`config.mk`:
```
export PLATFORM = sky130hd
export DESIGN_NAME = axi_lite_regbank
export DESIGN_NICKNAME = d
export VERILOG_FILES = /design/src/rtl/axi_lite_pkg.sv /design/src/rtl/axi_lite_regbank.sv
export SDC_FILE = /design/constraint.sdc
export NUM_CORES = 1
export LEC_CHECK = 0
export ABC_CLOCK_PERIOD_IN_PS = 2850
export CAP_MARGIN = 20
export CELL_PAD_IN_SITES_DETAIL_PLACEMENT = 0
export CELL_PAD_IN_SITES_GLOBAL_PLACEMENT = 1
export CORE_AREA = 2 2 440 442
export DETAILED_ROUTE_END_ITERATION = 16
export DIE_AREA = 0 0 442 444
export PLACE_DENSITY_LB_ADDON = 0.1
export SETUP_SLACK_MARGIN = 0.1
export SKIP_CTS_REPAIR_TIMING = 1
export SYNTH_ARGS = -nofsm -noshare
export SYNTH_HDL_FRONTEND = slang
export SYNTH_SLANG_ARGS = --single-unit
```
`constraint.sdc`:
```
create_clock -name clk -period 2.85 [get_ports clk]
set_input_delay 0.4275 -clock clk [delete_from_list [all_inputs] [get_ports clk]]
set_output_delay 0.4275 -clock clk [all_outputs]
set_load 0.05 [all_outputs]
```
`src/rtl/axi_lite_pkg.sv`:
```
// Shared AXI-Lite types: response codes, register-bank FSM state encodings
// and the byte-lane merge helper used on register writes.
package axi_lite_pkg;

  typedef enum logic [1:0] {
    OKAY   = 2'b00,
    SLVERR = 2'b10
  } axi_resp_e;

  typedef enum logic [1:0] {
    W_IDLE   = 2'b00,
    W_COMMIT = 2'b01,
    W_RESP   = 2'b10
  } w_state_t;

  typedef enum logic {
    R_IDLE = 1'b0,
    R_DATA = 1'b1
  } r_state_t;

  // Byte-wise merge of new data over old data. Widths are fixed at the
  // widest legal bus (64 bits); narrower callers zero-extend and truncate.
  function automatic logic [63:0] strb_merge(input logic [63:0] old_v,
                                             input logic [63:0] new_v,
                                             input logic [7:0]  strb);
    logic [63:0] res;
    res = old_v;
    for (int b = 0; b < 8; b++) begin
      if (strb[b]) res[b*8 +: 8] = new_v[b*8 +: 8];
    end
    return res;
  endfunction

endpackage

```
`src/rtl/axi_lite_regbank.sv`:
```
// AXI-Lite slave register bank: NUM_REGS words, optional read-only words
// sourced from reg_d, per-register write strobe, independent read/write paths.
//
// Handshake rule for every channel (AW, W, B, AR, R): a transfer happens on
// the rising clk edge where VALID and READY are both 1. Once raised, VALID and
// its payload stay stable until that edge; READY never depends on VALID.
module axi_lite_regbank
  import axi_lite_pkg::*;
#(
  parameter int                  AXI_DATA_WIDTH = 32,
  parameter int                  AXI_ADDR_WIDTH = 6,
  parameter int                  NUM_REGS       = 16,
  parameter logic [NUM_REGS-1:0] RO_MASK        = '0
) (
  input  logic                               clk,
  input  logic                               reset_n,
  input  logic [AXI_ADDR_WIDTH-1:0]          AWADDR,
  input  logic                               AWVALID,
  output logic                               AWREADY,
  input  logic [AXI_DATA_WIDTH-1:0]          WDATA,
  input  logic [AXI_DATA_WIDTH/8-1:0]        WSTRB,
  input  logic                               WVALID,
  output logic                               WREADY,
  output logic [1:0]                         BRESP,
  output logic                               BVALID,
  input  logic                               BREADY,
  input  logic [AXI_ADDR_WIDTH-1:0]          ARADDR,
  input  logic                               ARVALID,
  output logic                               ARREADY,
  output logic [AXI_DATA_WIDTH-1:0]          RDATA,
  output logic [1:0]                         RRESP,
  output logic                               RVALID,
  input  logic                               RREADY,
  output logic [NUM_REGS*AXI_DATA_WIDTH-1:0] reg_q,
  input  logic [NUM_REGS*AXI_DATA_WIDTH-1:0] reg_d,
  output logic [NUM_REGS-1:0]                wr_pulse,
  output w_state_t                           dbg_w_state,
  output r_state_t                           dbg_r_state
);

  localparam int DW       = AXI_DATA_WIDTH;
  localparam int STRB_W   = AXI_DATA_WIDTH / 8;
  localparam int ADDR_LSB = $clog2(STRB_W);
  localparam int IDX_W    = AXI_ADDR_WIDTH - ADDR_LSB;

  w_state_t          w_state, w_state_nxt;
  r_state_t          r_state, r_state_nxt;
  logic              live;
  logic              aw_full, w_full;
  logic [IDX_W-1:0]  aw_idx;
  logic [DW-1:0]     w_data;
  logic [STRB_W-1:0] w_strb;
  logic [DW-1:0]     regs [NUM_REGS];
  logic [DW-1:0]     rdata_q;
  logic [1:0]        rresp_q;
  logic [IDX_W-1:0]  ar_idx;
  logic              aw_hs, w_hs, b_hs, ar_hs;
  logic              wr_err, rd_err;
  logic [DW-1:0]     wr_old, wr_merged, rd_val;
  logic              unused_ok;

  assign ar_idx    = ARADDR[AXI_ADDR_WIDTH-1:ADDR_LSB];
  assign unused_ok = ^{AWADDR[ADDR_LSB-1:0], ARADDR[ADDR_LSB-1:0], reg_d};

  // READYs stay low until the first edge after reset release.
  assign AWREADY = live && (w_state == W_IDLE) && !aw_full;
  assign WREADY  = live && (w_state == W_IDLE) && !w_full;
  assign BVALID  = (w_state == W_COMMIT) || (w_state == W_RESP);
  assign BRESP   = (BVALID && wr_err) ? SLVERR : OKAY;
  assign ARREADY = live && (r_state == R_IDLE);
  assign RVALID  = (r_state == R_DATA);
  assign RDATA   = rdata_q;
  assign RRESP   = rresp_q;

  assign aw_hs = AWVALID && AWREADY;
  assign w_hs  = WVALID && WREADY;
  assign b_hs  = BVALID && BREADY;
  assign ar_hs = ARVALID && ARREADY;

  assign dbg_w_state = w_state;
  assign dbg_r_state = r_state;

  // Marks the bank as live one edge after reset release.
  always_ff @(posedge clk or negedge reset_n) begin
    if (!reset_n) live <= 1'b0;
    else          live <= 1'b1;
  end

  // Write FSM state register.
  always_ff @(posedge clk or negedge reset_n) begin
    if (!reset_n) w_state <= W_IDLE;
    else          w_state <= w_state_nxt;
  end

  // Write FSM next state: commit as soon as both halves are held; a BREADY
  // already high in the commit cycle completes the response there.
  always_comb begin
    w_state_nxt = w_state;
    case (w_state)
      W_IDLE:   if ((aw_full || aw_hs) && (w_full || w_hs)) w_state_nxt = W_COMMIT;
      W_COMMIT: w_state_nxt = BREADY ? W_IDLE : W_RESP;
      W_RESP:   if (BREADY) w_state_nxt = W_IDLE;
      default:  w_state_nxt = W_IDLE;
    endcase
  end

  // AW and W one-entry holding registers, emptied by the B handshake.
  always_ff @(posedge clk or negedge reset_n) begin
    if (!reset_n) begin
      aw_full <= 1'b0;
      aw_idx  <= '0;
      w_full  <= 1'b0;
      w_data  <= '0;
      w_strb  <= '0;
    end else if (b_hs) begin
      aw_full <= 1'b0;
      w_full  <= 1'b0;
    end else begin
      if (aw_hs) begin
        aw_full <= 1'b1;
        aw_idx  <= AWADDR[AXI_ADDR_WIDTH-1:ADDR_LSB];
      end
      if (w_hs) begin
        w_full <= 1'b1;
        w_data <= WDATA;
        w_strb <= WSTRB;
      end
    end
  end

  // Write target lookup: out-of-range or read-only targets are errors.
  always_comb begin
    wr_err   = 1'b1;
    wr_old   = '0;
    wr_pulse = '0;
    for (int i = 0; i < NUM_REGS; i++) begin
      if (aw_idx == IDX_W'(i)) begin
        wr_old = regs[i];
        wr_err = RO_MASK[i];
        wr_pulse[i] = (w_state == W_COMMIT) && !RO_MASK[i];
      end
    end
    wr_merged = DW'(strb_merge(64'(wr_old), 64'(w_data), 8'(w_strb)));
  end

  // Register storage, updated at the end of the commit cycle.
  always_ff @(posedge clk or negedge reset_n) begin
    if (!reset_n) begin
      for (int i = 0; i < NUM_REGS; i++) regs[i] <= '0;
    end else begin
      for (int i = 0; i < NUM_REGS; i++) begin
        if (wr_pulse[i]) regs[i] <= wr_merged;
      end
    end
  end

  // Flatten register contents onto reg_q.
  always_comb begin
    reg_q = '0;
    for (int i = 0; i < NUM_REGS; i++) reg_q[i*DW +: DW] = regs[i];
  end

  // Read source select: reg_d for read-only words, storage otherwise.
  always_comb begin
    rd_val = '0;
    rd_err = 1'b1;
    for (int i = 0; i < NUM_REGS; i++) begin
      if (ar_idx == IDX_W'(i)) begin
        rd_err = 1'b0;
        rd_val = RO_MASK[i] ? reg_d[i*DW +: DW] : regs[i];
      end
    end
  end

  // Read FSM state register.
  always_ff @(posedge clk or negedge reset_n) begin
    if (!reset_n) r_state <= R_IDLE;
    else          r_state <= r_state_nxt;
  end

  // Read FSM next state.
  always_comb begin
    r_state_nxt = r_state;
    case (r_state)
      R_IDLE:  if (ar_hs) r_state_nxt = R_DATA;
      R_DATA:  if (RREADY) r_state_nxt = R_IDLE;
      default: r_state_nxt = R_IDLE;
    endcase
  end

  // Read data capture; sampling storage at the same edge as a commit
  // naturally returns the pre-write value.
  always_ff @(posedge clk or negedge reset_n) begin
    if (!reset_n) begin
      rdata_q <= '0;
      rresp_q <= OKAY;
    end else if (ar_hs) begin
      rdata_q <= rd_err ? '0 : rd_val;
      rresp_q <= rd_err ? SLVERR : OKAY;
    end
  end

endmodule

```
==> results of run 1 <==
area by class of cell:
cell class	count	area [um^2]
Fill cell	20510	142300
Multi-Input combinational cell	2488	15960
Sequential cell	591	14800
Timing Repair Buffer	1198	12310
Tap cell	2526	3161
Clock buffer	117	2386
Clock inverter	32	352.8
Inverter	48	235.2
Antenna cell	6	15.01
power by group:
part / leakage (nW) / internal [mW] / switching, mW
sequential: 7.65 / 11.7 / 6.07
combinational: 11.3 / 17.0 / 32.6
clock: 1.33 / 6.22 / 4.62
worst max-delay path: cells and delay by family (launching register included):
kind                   cells  cell delay (ns)
buffers and inverters      5             0.86
flip-flops                 1             0.53
AND/OR/NAND/NOR            2             0.42
per-stage QoR:
stage,TNS (ns),hold WS [ns]
after global routing,-0.4558,0.2568
after floorplan,0,0.1319
after detailed placement,-4.054,0.3971
after global placement,-2.962,0.4055
final,-0.1690,0.2435
after CTS,-11.61,-0.3801
metal layers:
metal | vias up | part of all wire | wire length, um
li1 | 14520 | - | -
met1 | 17250 | 0.48 | 123500
met2 | 1404 | 0.40 | 101200
met3 | 171 | 0.095 | 24320
met4 | 0 | 0.023 | 5871
met5 | - | 0 | 0
cells by family (layout without fill, tap and decap cells):
| kind of cell | after synthesis | after routing |
|---|---|---|
| AOI/OAI and AO/OA | 1269 | 1269 |
| adders and majority gates | 3 | 3 |
| buffers and inverters | 368 | 1395 |
| DFF | 591 | 591 |
| muxes | 290 | 290 |
| other | 2 | 10 |
| and+or+nand+nor | 921 | 922 |
path summary, 6_finish.rpt:
kind / to / slack [ns] / cells past startpoint
setup / recovery: wr_pulse[7] / -0.12 / 7
hold reg to reg: RRESP[1]$_DFFE_PN0P_ / 0.51 / 1
max in group asynchronous: reg_q[401]$_DFFE_PN0P_ / 1.65 / 4
min in group clk: RVALID$_DFF_PN0_ / 0.30 / 2
hold / removal: reg_q[429]$_DFFE_PN0P_ / 0.24 / 2
setup reg to reg: reg_q[139]$_DFFE_PN0P_ / 0.09 / 12
state kept, by name (all words and copies together), names as in the netlist:
name and cells:
live 1, dbg_w_state 2, w_strb 4, RVALID 1, aw_full 1, w_full 1
reg_q 512, RRESP 1, aw_idx 4, RDATA 32, w_data 32
layout by cell type (no fill, tap or decap), types with 21 or more instances in the layout:
| cell | netlist | routed |
|---|---|---|
| nor2_1 | 286 | 278 |
| mux4_2 | 36 | 36 |
| a22oi_1 | 29 | 29 |
| dfrtp_1 | 591 | 587 |
| buf_6 | 23 | 32 |
| o21ai_1 | 131 | 146 |
| buf_12 | 0 | 117 |
| inv_1 | 42 | 27 |
| a21oi_1 | 338 | 328 |
| nor3_1 | 22 | 21 |
| clkdlybuf4s50_1 | 0 | 561 |
| nand3_1 | 64 | 42 |
| mux2i_1 | 155 | 152 |
| a221oi_1 | 22 | 22 |
| o22ai_1 | 65 | 61 |
| o21ai_0 | 341 | 318 |
| buf_4 | 25 | 456 |
| o211ai_1 | 49 | 49 |
| o21ai_2 | 19 | 24 |
| nand2_1 | 463 | 461 |
| a31oi_1 | 35 | 33 |
| clkbuf_16 | 0 | 94 |
| mux2_2 | 98 | 98 |
| o221ai_1 | 27 | 24 |
==> flow_summary.toml, run 1 <==
[critical_path]
crit_required_ns = 2.42
slowest_stage = "dfrtp_4"
crit_fanout = 10
crit_arrival_ns = 2.54
start_kind = "register"
crit_type = "reg -> out"
timing.rr.start = "aw_idx[1]$_DFFE_PN0P_"
crit_path_start = "aw_idx[0]$_DFFE_PN0P_"
critical_path.cell_chain = "buf_8 -> buf_16 -> nand4b_1 -> buf_6 -> or2_4 -> clkinvlp_4 -> buf_12"
cpPeakStageDelay_ns = 0.53
end_kind = "output pin"

[yosys]
async_flop_share = 1.000
syn_area_per_cell_um2 = 9.246
synth_xor_area_frac = 0
netlist_area_mm2 = 0.03184
synthAdderAreaFrac = 0.001179
synth.top_cells.by_count = "dfrtp_1, nand2_1, o21ai_0, a21oi_1, nor2_1"
synth_top_area_frac = 0.4645
yosys.area_share.simple = 0.1206
synthCells = 3444
synthTopCellsByArea = "dfrtp_1, nand2_1, o21ai_0, a21oi_1, mux2i_1"
synth_compound_gate_area_share = 0.2486
ys_ff_latch = 591
synth_top_family_by_area = "compound AO/OA/AOI/OAI gates"
synth_largest_area_cell = "dfrtp_1"
ys_seq_area_frac = 0.4645
ys_types = 96
synth_edf_count = 0
yosysMostFrequentCell = "dfrtp_1"
yosys_warnings = 0
synth.area.mux_share = 0.1092
yosys_most_used_dff = "dfrtp_1"

[clocking]
cts.htree.levels = 3
cts_tree = "yes"
cts_buffers = 84
clk_latency_ns = 0.74
path_clk_slew_ns = 0.06
clock_path_buffers = 3
cts_root_buf = "clkbuf_16"
cts.sinks = 591

[die]
rows = 161
dieArea_mm2 = 0.1962
io_pins = 1139
core_mm2 = 0.1916
start_util = 0.1662
dieWidth_um = 442
die_h_um = 444

[place]
place_hpwl_um = 195600
io_buffers = 619
place_inst = 6732
dpl_worst_slack_ns = -0.1490
gp_congestion = 0.8749
placed_area_mm2 = 0.04439

[sta]
hold_viol = 0
maxSlewViolCount = 0
clock_skew_ns = 0.03597
max_slew_margin = 0.4210
fin_ws_ns = -0.1218
rsz0062_at_grt = "yes"
min_period_ns = 2.972
post-route-period-util = 1.043
tightestPinTransition_ns = 0.8658
setup_viol = 3
fmax_mhz = 336.5

[drt]
drt_first_pass_iters = 6
vias_per_cell = 4.759
antenna_left = 0
wl_per_cell_um = 36.37
dr.first_iter.drc_count = 3121
drt_wl_total_um = 254800
routed-via-count = 33350
drc_errors = 0

[global_route]
grt.met2_usage = 0.3396
antenna_found_initial = 16
grt.overflow.total = 0
grt_usage = 0.2480
grt_busiest_layer = "met1"
grt_pass1_vias = 31540
met1_usage = 0.3651
use_met3 = 0.09001
grt_max_degree = 64
grt_pass1_wl_um = 328900

[cells_and_area]
area_delta_synth_final_pct = 54.59
layout-drive-gt1-share = 0.2425
final_cells = 7006
design_area_mm2 = 0.04922
finish.utilization = 0.2570
final_nets = 4981

[outcome]
status = "finished, violations left"
violations = "negative setup slack"

[power]
total_power_mw = 78.29
power_density_mw_per_mm2 = 1591
leakage_nw = 20.29
ir_drop_uv = 586.3

[min_path]
worstHoldPathType = "in -> async"

[flow_run]
drv_cap = 0
No activity file was read; power rests on OpenSTA's default activity.
==> inputs of run 2 (changes only) <==
ABC_CLOCK_PERIOD_IN_PS = default   (was 2850)
SETUP_SLACK_MARGIN = 0.15   (was 0.1)
TNS_END_PERCENT = 1   (was default)
==> run 2 against run 1 <==
The run still ends with negative setup slack left. Via count down 2.2%. Sequential power about the same. Sequential share of layout area up 0.46 points. Worst hold slack better by 0.070 ns. Setup slack gained 0.022 ns. Clock skew fell by 0.0045 ns. Register-to-register slack worse by 0.07 ns. Critical path type unchanged. Critical endpoint is now wr_pulse[5]. Largest cell class unchanged.
==> flow_summary.toml, run 2 (same netlist as run 1, synthesis figures left out) <==
[outcome]
status = "finished, violations left"
violations = "negative setup slack"

[drt]
drc_errors = 0
drt_wl_total_um = 250900
dr.first_iter.drc_count = 2992
antenna_left = 0
vias_per_cell = 4.684
wl_per_cell_um = 36.04
routed-via-count = 32610
drt_first_pass_iters = 5

[clocking]
cts.htree.levels = 3
clk_latency_ns = 0.71
cts.sinks = 591
cts_tree = "yes"
cts_buffers = 81
path_clk_slew_ns = 0.06
cts_root_buf = "clkbuf_16"
clock_path_buffers = 3

[sta]
clock_skew_ns = 0.03142
setup_viol = 10
fin_tns_setup_ns = -0.5551
hold_viol = 0
min_period_ns = 2.950
maxSlewViolCount = 0
holdWs_ns = 0.3131
fmax_mhz = 339.0
rsz0062_at_grt = "yes"
max_slew_margin = 0.3091
fin_ws_ns = -0.1001
post-route-period-util = 1.035
tightestPinTransition_ns = 1.033

[cells_and_area]
finish.utilization = 0.2531
mostFrequentLayoutCell = "dfrtp_1"
layout-drive-gt1-share = 0.2321
design_area_mm2 = 0.04848
largest_register_ffs = 512
final_cell_mix = "dfrtp_1, clkdlybuf4s50_1, nand2_1, buf_4, a21oi_1"
final_cells = 6963
final_nets = 4942
area_delta_synth_final_pct = 52.26

[power]
power_density_mw_per_mm2 = 1585
total_power_mw = 76.86
power_switching_mw = 42.40
ir_drop_uv = 726.6
leakage_nw = 20.19
seqPwrFrac = 0.232
swShare = 0.5516
p_int_mw = 34.47
clockPowerShare = 0.142
combPwrFrac = 0.626

[min_path]
hold_depth = 2
worstHoldPathType = "in -> reg"
min_from = "RREADY"
holdPathEnd = "RVALID$_DFF_PN0_"

[critical_path]
cpMostUsedCell = "buf_12"
regToRegSetupSlack_ns = 0.02
crit_type = "reg -> out"
critical_path.cell_chain = "buf_12 -> buf_4 -> and2b_2 -> buf_6 -> nand3_2 -> clkinvlp_4 -> buf_12"
cpPeakStageDelay_ns = 0.58
crit_fanout = 7
crit_arrival_ns = 2.52
end_kind = "output pin"
timing.rr.start = "aw_idx[0]$_DFFE_PN0P_"
crit_required_ns = 2.42
ff2ff_path_depth = 10
start_kind = "register"
slowest_stage = "dfrtp_4"
r2r-end = "reg_q[13]$_DFFE_PN0P_"

[global_route]
grt_pass1_wl_um = 329000
grt_max_degree = 75
grt_pass1_vias = 31650
grt_usage = 0.2486
grt.overflow.total = 0
antenna_found_initial = 5

[die]
core_mm2 = 0.1916
io_pins = 1139
start_util = 0.1662
dieArea_mm2 = 0.1962
dieWidth_um = 442
rows = 161
die_h_um = 444

[place]
placed_area_mm2 = 0.04464
gp_congestion = 0.8995
dpl_worst_slack_ns = -0.1630
place_hpwl_um = 197700
place_inst = 6766
io_buffers = 619

[flow_run]
drv_cap = 0
run 2: cell count changes in the layout (fill, tap and decap cells not counted), moves of 8 or more:
cell             change
clkbuf_16            -8
dlymetal6s2s_1      +13
o21ai_0              +9
o21ai_1              -8
clkdlybuf4s50_1     -18
buf_6               -13
run 2: worst max-delay path by stage:
stage / startpoint / to
after floorplan: dbg_w_state[0]$_DFFE_PN0P_ / wr_pulse[7]
after global placement: aw_idx[2]$_DFFE_PN0P_ / reg_q[24]$_DFFE_PN0P_
after detailed placement: aw_idx[2]$_DFFE_PN0P_ / reg_q[152]$_DFFE_PN0P_
after CTS: aw_idx[2]$_DFFE_PN0P_ / wr_pulse[11]
after global routing: aw_idx[2]$_DFFE_PN0P_ / wr_pulse[1]
final: aw_idx[3]$_DFFE_PN0P_ / wr_pulse[5]
run 2: critical path: cells and delay by family (launching register included):
family / cells / cell delay [ns]
buffers and inverters: 5 / 0.83
DFF: 1 / 0.58
and+or+nand+nor: 2 / 0.39
run 2: layer usage:
| layer | track usage | part of all wire | wire (um) |
|---|---|---|---|
| met1 | 0.3674 | 0.49 | 122900 |
| met2 | 0.3430 | 0.40 | 99930 |
| met3 | 0.08910 | 0.093 | 23450 |
| met4 | 0.04478 | 0.018 | 4597 |
| met5 | 0 | 0.000048 | 12 |
run 2: power by group through the flow:
stage	Sequential [mW]	Clock (mW)	Combinational (mW)
2_1_floorplan	25.2	0	13.4
3_3_place_gp	18.0	0	46.2
3_5_place_dp	18.0	0	46.2
4_1_cts	17.9	11.2	46.3
5_1_grt	18.2	11.5	50.1
6_report	17.8	10.9	48.1
run 2: cell type report:
class | instances | area, um^2
Tap cell | 2526 | 3161
Fill cell | 20680 | 143100
Clock buffer | 120 | 2399
Antenna cell | 4 | 10.01
Timing Repair Buffer | 1163 | 11740
Inverter | 48 | 219.0
Sequential cell | 591 | 14800
Multi-Input combinational cell | 2487 | 15820
Clock inverter | 24 | 335.3
